**src/rtl/vscale_hasti_arbiter.sv**
```systemverilog
// -----------------------------------------------------------------------------
// vscale_hasti_arbiter
//
// Two-master, one-slave HASTI (AHB-Lite) arbiter. Master 0 is the core's
// instruction port and master 1 its data port. Both share one SRAM slave.
// Arbitration is round-robin. An uncontended transfer passes straight through
// with no added latency. A master that loses arbitration while its previous
// data phase completes gets that response latched here and delivered later.
//
// Ports (per-master buses are packed {m1, m0}):
//   clk, reset              clock; asynchronous active-high reset
//   m_haddr/hwrite/hsize/   master address-phase inputs
//   m_htrans, m_hwdata      master transfer type and data-phase write data
//   m_hrdata/hready/hresp   per-master data-phase responses
//   s_haddr/hwrite/hsize/   slave address phase, from the granted master
//   s_htrans, s_hwdata      slave transfer type; write data from the data-phase owner
//   s_hrdata/hready/hresp   slave responses
// -----------------------------------------------------------------------------
module vscale_hasti_arbiter (
    input  logic        clk,
    input  logic        reset,
    input  logic [63:0] m_haddr,
    input  logic [1:0]  m_hwrite,
    input  logic [5:0]  m_hsize,
    input  logic [3:0]  m_htrans,
    input  logic [63:0] m_hwdata,
    output logic [63:0] m_hrdata,
    output logic [1:0]  m_hready,
    output logic [1:0]  m_hresp,
    output logic [31:0] s_haddr,
    output logic        s_hwrite,
    output logic [2:0]  s_hsize,
    output logic [1:0]  s_htrans,
    output logic [31:0] s_hwdata,
    input  logic [31:0] s_hrdata,
    input  logic        s_hready,
    input  logic        s_hresp
);

    logic        last_grant;   // master accepted most recently
    logic [1:0]  dp_own;       // one-hot owner of the slave data phase, or 0
    logic [1:0]  done;         // completed data phase not yet delivered
    logic [31:0] rdata_q [2];
    logic [1:0]  resp_q;

    logic [1:0]  req;
    logic [1:0]  grant;
    logic [1:0]  accept;
    logic [1:0]  data_ok;
    logic [1:0]  addr_ok;
    logic [1:0]  latch;

    // HTRANS bit 1 distinguishes NONSEQ/SEQ from IDLE/BUSY.
    assign req = {m_htrans[3], m_htrans[1]};

    // Grant depends only on req and last_grant. It never depends on s_hready.
    // This keeps the slave address phase free of any path from s_hready.
    // NOTE: every signal driven in always_comb gets a default first. Any path
    // that leaves a signal unassigned would otherwise infer a latch.
    always_comb begin
        grant = 2'b00;
        if (!reset) begin
            case (req)
                2'b01:   grant = 2'b01;
                2'b10:   grant = 2'b10;
                2'b11:   grant = last_grant ? 2'b01 : 2'b10;
                default: grant = 2'b00;
            endcase
        end
    end

    assign accept = grant & {2{s_hready}};

    // Slave address phase. With no grant, master 0's fields are shown and the
    // transfer is forced to IDLE.
    always_comb begin
        s_haddr  = m_haddr[31:0];
        s_hwrite = m_hwrite[0];
        s_hsize  = m_hsize[2:0];
        s_htrans = 2'b00;
        if (grant[1]) begin
            s_haddr  = m_haddr[63:32];
            s_hwrite = m_hwrite[1];
            s_hsize  = m_hsize[5:3];
            s_htrans = m_htrans[3:2];
        end else if (grant[0]) begin
            s_htrans = m_htrans[1:0];
        end
    end

    assign s_hwdata = dp_own[1] ? m_hwdata[63:32] : m_hwdata[31:0];

    // A master is ready when its data phase has completed (now or earlier)
    // and its pending address phase, if any, is taken this cycle.
    assign data_ok  = done | ~dp_own | {2{s_hready}};
    assign addr_ok  = ~req | accept;
    assign m_hready = reset ? 2'b11 : (data_ok & addr_ok);

    // The slave finished this master's data phase, but the master is stalled
    // by its own address phase. Capture the response so it is not lost.
    assign latch = dp_own & {2{s_hready}} & ~m_hready;

    always_comb begin
        m_hrdata = '0;
        m_hresp  = '0;
        for (int i = 0; i < 2; i++) begin
            if (done[i]) begin
                m_hrdata[32*i +: 32] = rdata_q[i];
                m_hresp[i]           = resp_q[i];
            end else if (dp_own[i]) begin
                m_hrdata[32*i +: 32] = s_hrdata;
                m_hresp[i]           = s_hresp;
            end
        end
    end

    // NOTE: sequential state uses non-blocking assignments only, so every
    // flop samples pre-edge values regardless of block ordering.
    always_ff @(posedge clk or posedge reset) begin
        if (reset) begin
            last_grant <= 1'b1;
            dp_own     <= 2'b00;
        end else begin
            if (accept[0]) begin
                last_grant <= 1'b0;
            end else if (accept[1]) begin
                last_grant <= 1'b1;
            end
            if (s_hready) begin
                dp_own <= accept;
            end
        end
    end

    // NOTE: the response holding registers are reset, not just the flags that
    // qualify them. This keeps m_hrdata/m_hresp defined from the first cycle.
    always_ff @(posedge clk or posedge reset) begin
        if (reset) begin
            done       <= 2'b00;
            resp_q     <= 2'b00;
            rdata_q[0] <= '0;
            rdata_q[1] <= '0;
        end else begin
            for (int i = 0; i < 2; i++) begin
                if (m_hready[i]) begin
                    done[i] <= 1'b0;
                end else if (latch[i]) begin
                    done[i]    <= 1'b1;
                    rdata_q[i] <= s_hrdata;
                    resp_q[i]  <= s_hresp;
                end
            end
        end
    end

endmodule

```
**config.mk**
```make
export PLATFORM = sky130hd
export DESIGN_NAME = vscale_hasti_arbiter
export DESIGN_NICKNAME = d
export VERILOG_FILES = /design/src/rtl/vscale_hasti_arbiter.sv
export SDC_FILE = /design/constraint.sdc
export NUM_CORES = 1
export LEC_CHECK = 0
export CAP_MARGIN = 20
export CORE_AREA = 2 2 123 125
export CTS_CLUSTER_SIZE = 16
export DETAILED_ROUTE_END_ITERATION = 10
export DIE_AREA = 0 0 125 127
export PLACE_DENSITY = 0.7
export SLEW_MARGIN = 10
export SYNTH_ARGS = -nofsm -noshare
export SYNTH_HDL_FRONTEND = slang
export SYNTH_SLANG_ARGS = --single-unit
```
**constraint.sdc**
```tcl
create_clock -name clk -period 5.5 [get_ports clk]
set_clock_uncertainty 0.15 [all_clocks]
set_input_delay 1.375 -clock clk [delete_from_list [all_inputs] [get_ports clk]]
set_output_delay 1.375 -clock clk [all_outputs]
set_load 0.01 [all_outputs]
```
==> impl_metrics.yaml <==
layout:
  drive_gt1_frac: 0.252
  mostFrequentLayoutCell: "clkdlybuf4s50_1"
  num_antenna_cells: 0
  final_cell_mix: "clkdlybuf4s50_1 (313), mux2_2 (132), dfrtp_1 (70)"
  nNetsFinal: 829
  n_fill_cell: 1220
  syn_to_final_growth_pct: 83.5
logic_synthesis:
  ys_async_sr_fraction: 1.00
  synth-seq-cells: 71
  netlist-cell-type-count: 30
  synth_edf_count: 0
  synth_nets: 527
  ys_warn_count: 0
  synth-seq-area-share: 0.415
  synthCells: 351
  synth_ff_type: "dfrtp_1"
  netlist_area_um2: 4290
  synth_area_per_cell_um2: 12.2
cts:
  ctsRootBufferMaster: "clkbuf_16"
  path_clk_slew_ns: 0.05
  cts_tree: "done"
  numCtsBuffers: 9
  clk_latency_ns: 0.31
  cts_num_sinks: 71
  htree_levels: 3
  cts_resized: 0
  clk_path_buf_depth: 2
  cts_setup_buffers: 0
  cts_hold_buf: 0
die:
  io_pins: 314
  die_y_um: 127
  rows: 44
  coreArea_um2: 14400
  dieArea_um2: 15900
  die_x_um: 125
  start_util: 0.297
critical_path:
  crit_type: "primary input to output port"
  crit_path_top_delay_cell: "clkdlybuf4s50_1"
  required_ns: 3.97
  r2r_cells: 5
  ff2ff_setup_slack_ns: 2.96
  cp_common_cell: "clkdlybuf4s50_1"
  reg2reg_to: "rdata_q[1]"
  crit_path_max_fanout: 36
  cp-end-kind: "output port"
  r2r_start: "dp_own[1]"
  cp.arrival_ns: 3.45
  path_buf_inv: 3
  cpPeakStageDelay_ns: 0.59
  worstPathCellList: "clkdlybuf4s50_1, nand2_1, nand2_2, buf_12, mux2_2, clkdlybuf4s50_1"
  worstSetupStartpointType: "primary input"
  startpoint: "m_htrans[1]"
  cpLargestDelayFamily: "buffers and inverters"
power:
  pwr-share-clk: 0.300
  powerDensity_nw_per_um2: 222
  p_sw_mw: 0.470
  power_leakage_nw: 3.27
  pwr-share-comb: 0.324
  swShare: 0.269
  irDropWorstVdd_mv: 0.164
  pwr-share-seq: 0.376
  p_int_mw: 1.28
sta:
  max_freq_mhz: 201
  hold_viol_final: 0
  final.setup.tns_ns: 0
  tightest_slew_ns: 0.998
  rsz0062_at_grt: "no"
  maxSlewViolCount: 0
  min_period_ns: 4.97
  fin_crit_sh: 0.904
  setup_ws_ns: 0.529
  slew_headroom: 0.333
  setup_violations: 0
outcome:
  status: "finished, final reports clean"
place:
  hpwl_um: 13300
  pre_cts_ws_ns: 0.542
  port_buffers: 313
  gp_congestion: 0.917
global_routing:
  grt_pass1_vias: 4496
  grt_pass1_wl_um: 26100
  overflow: 0
  grt_max_degree: 74
  track_usage: 0.210
  grt_antenna_before_repair: 2
routing:
  drt_iter0_drc: 160
  vias_per_cell: 4.94
  wl_um: 17400
  vias: 4160
  drtAntennaViolNets: 0
  drc: 0
  dr.pass1.iters: 4
  wl_per_cell_um: 20.7
min_path:
  min_path_type: "register to register"
  hp-start: "rdata_q[24]"
  worstHoldEndpoint: "rdata_q[24]"
  hold_depth: 1
flow_run:
  cap_violations: 0
power by group through the flow:
stage | clock network (mW) | logic, mW | registers, mW
after floorplan | 0 | 0.249 | 0.649
after global placement | 0 | 0.559 | 0.660
after detailed placement | 0 | 0.567 | 0.666
after CTS | 0.540 | 0.572 | 0.656
after global routing | 0.567 | 0.603 | 0.667
final | 0.524 | 0.567 | 0.657
sequential cells by signal (all words and copies together), names as in the netlist:
| signal | cells |
|---|---|
| rdata_q | 64 |
| resp_q | 2 |
| last_grant | 1 |
| dp_own | 2 |
| done | 2 |
cell usage after synthesis (2+ instances only):
master    instances  area, um2
dfrtp_1          70       1750
nor2b_1           3       18.8
buf_1             3       11.3
a22o_1           59        517
mux2_2          132       1490
clkbuf_1         15       56.3
o21ai_0           9       45.0
inv_1             4       15.0
buf_2             7       35.0
buf_6             3       33.8
nand3_1           3       15.0
mux2_1            2       22.5
a21oi_1           6       30.0
nand2_1          17       63.8
buf_4             3       22.5
worst reg2reg max path, stage by stage, from the launching register on:
cell and delay, ns:
dfrtp_1 0.34, buf_4 0.40, nand2_1 0.17, nor3_4 0.73, buf_12 0.27, mux2_2 0.36
metal layers:
layer	part of all wire	wire (um)	track usage	up-vias
met4	0.017	292	0.0458	4
li1	-	-	-	1932
met1	0.46	7920	0.285	2005
met3	0.065	1140	0.0553	30
met5	0.0016	27	0	-
met2	0.46	8020	0.339	189
kinds of logic after synthesis:
group,Yosys count,share of synthesized area
flip-flops,71,0.415
buffers and inverters,35,0.0406
multiplexers,134,0.352
AND/OR/NAND/NOR,30,0.0409
AO/OA/AOI/OAI,81,0.152
through the flow:
step                power, mW  utilization  hold slack [ns]  instance area (um2)  std cells
CTS                      1.77        0.546            0.355                 7870        842
detailed placement       1.23        0.527            0.336                 7600        826
global placement         1.22        0.527            0.318                 7600        826
global route             1.84        0.546            0.367                 7870        842
floorplan               0.898            -            0.309                 4290        351
finish                   1.75        0.546            0.347                 7870        842
how the worst max path moves through the flow:
stage,endpoint,slack (ns),cells after the start
finish,s_haddr[5],0.53,6
global route,s_hsize[1],0.46,6
CTS,s_haddr[5],0.54,6
detailed placement,s_haddr[5],0.54,6
global placement,s_haddr[8],0.60,6
floorplan,m_hready[1],0.56,2
final cells by class:
class	instances	area, um2	area share
clock buffers	10	229	0.0291
well taps	184	230	0.0293
repair buffers	322	3230	0.410
multi-input cells	245	2350	0.298
flip-flops and latches	71	1780	0.226
inverters	4	16.3	0.00207
clock inverters	6	43.8	0.00557
No activity file was read; power rests on OpenSTA's default activity.
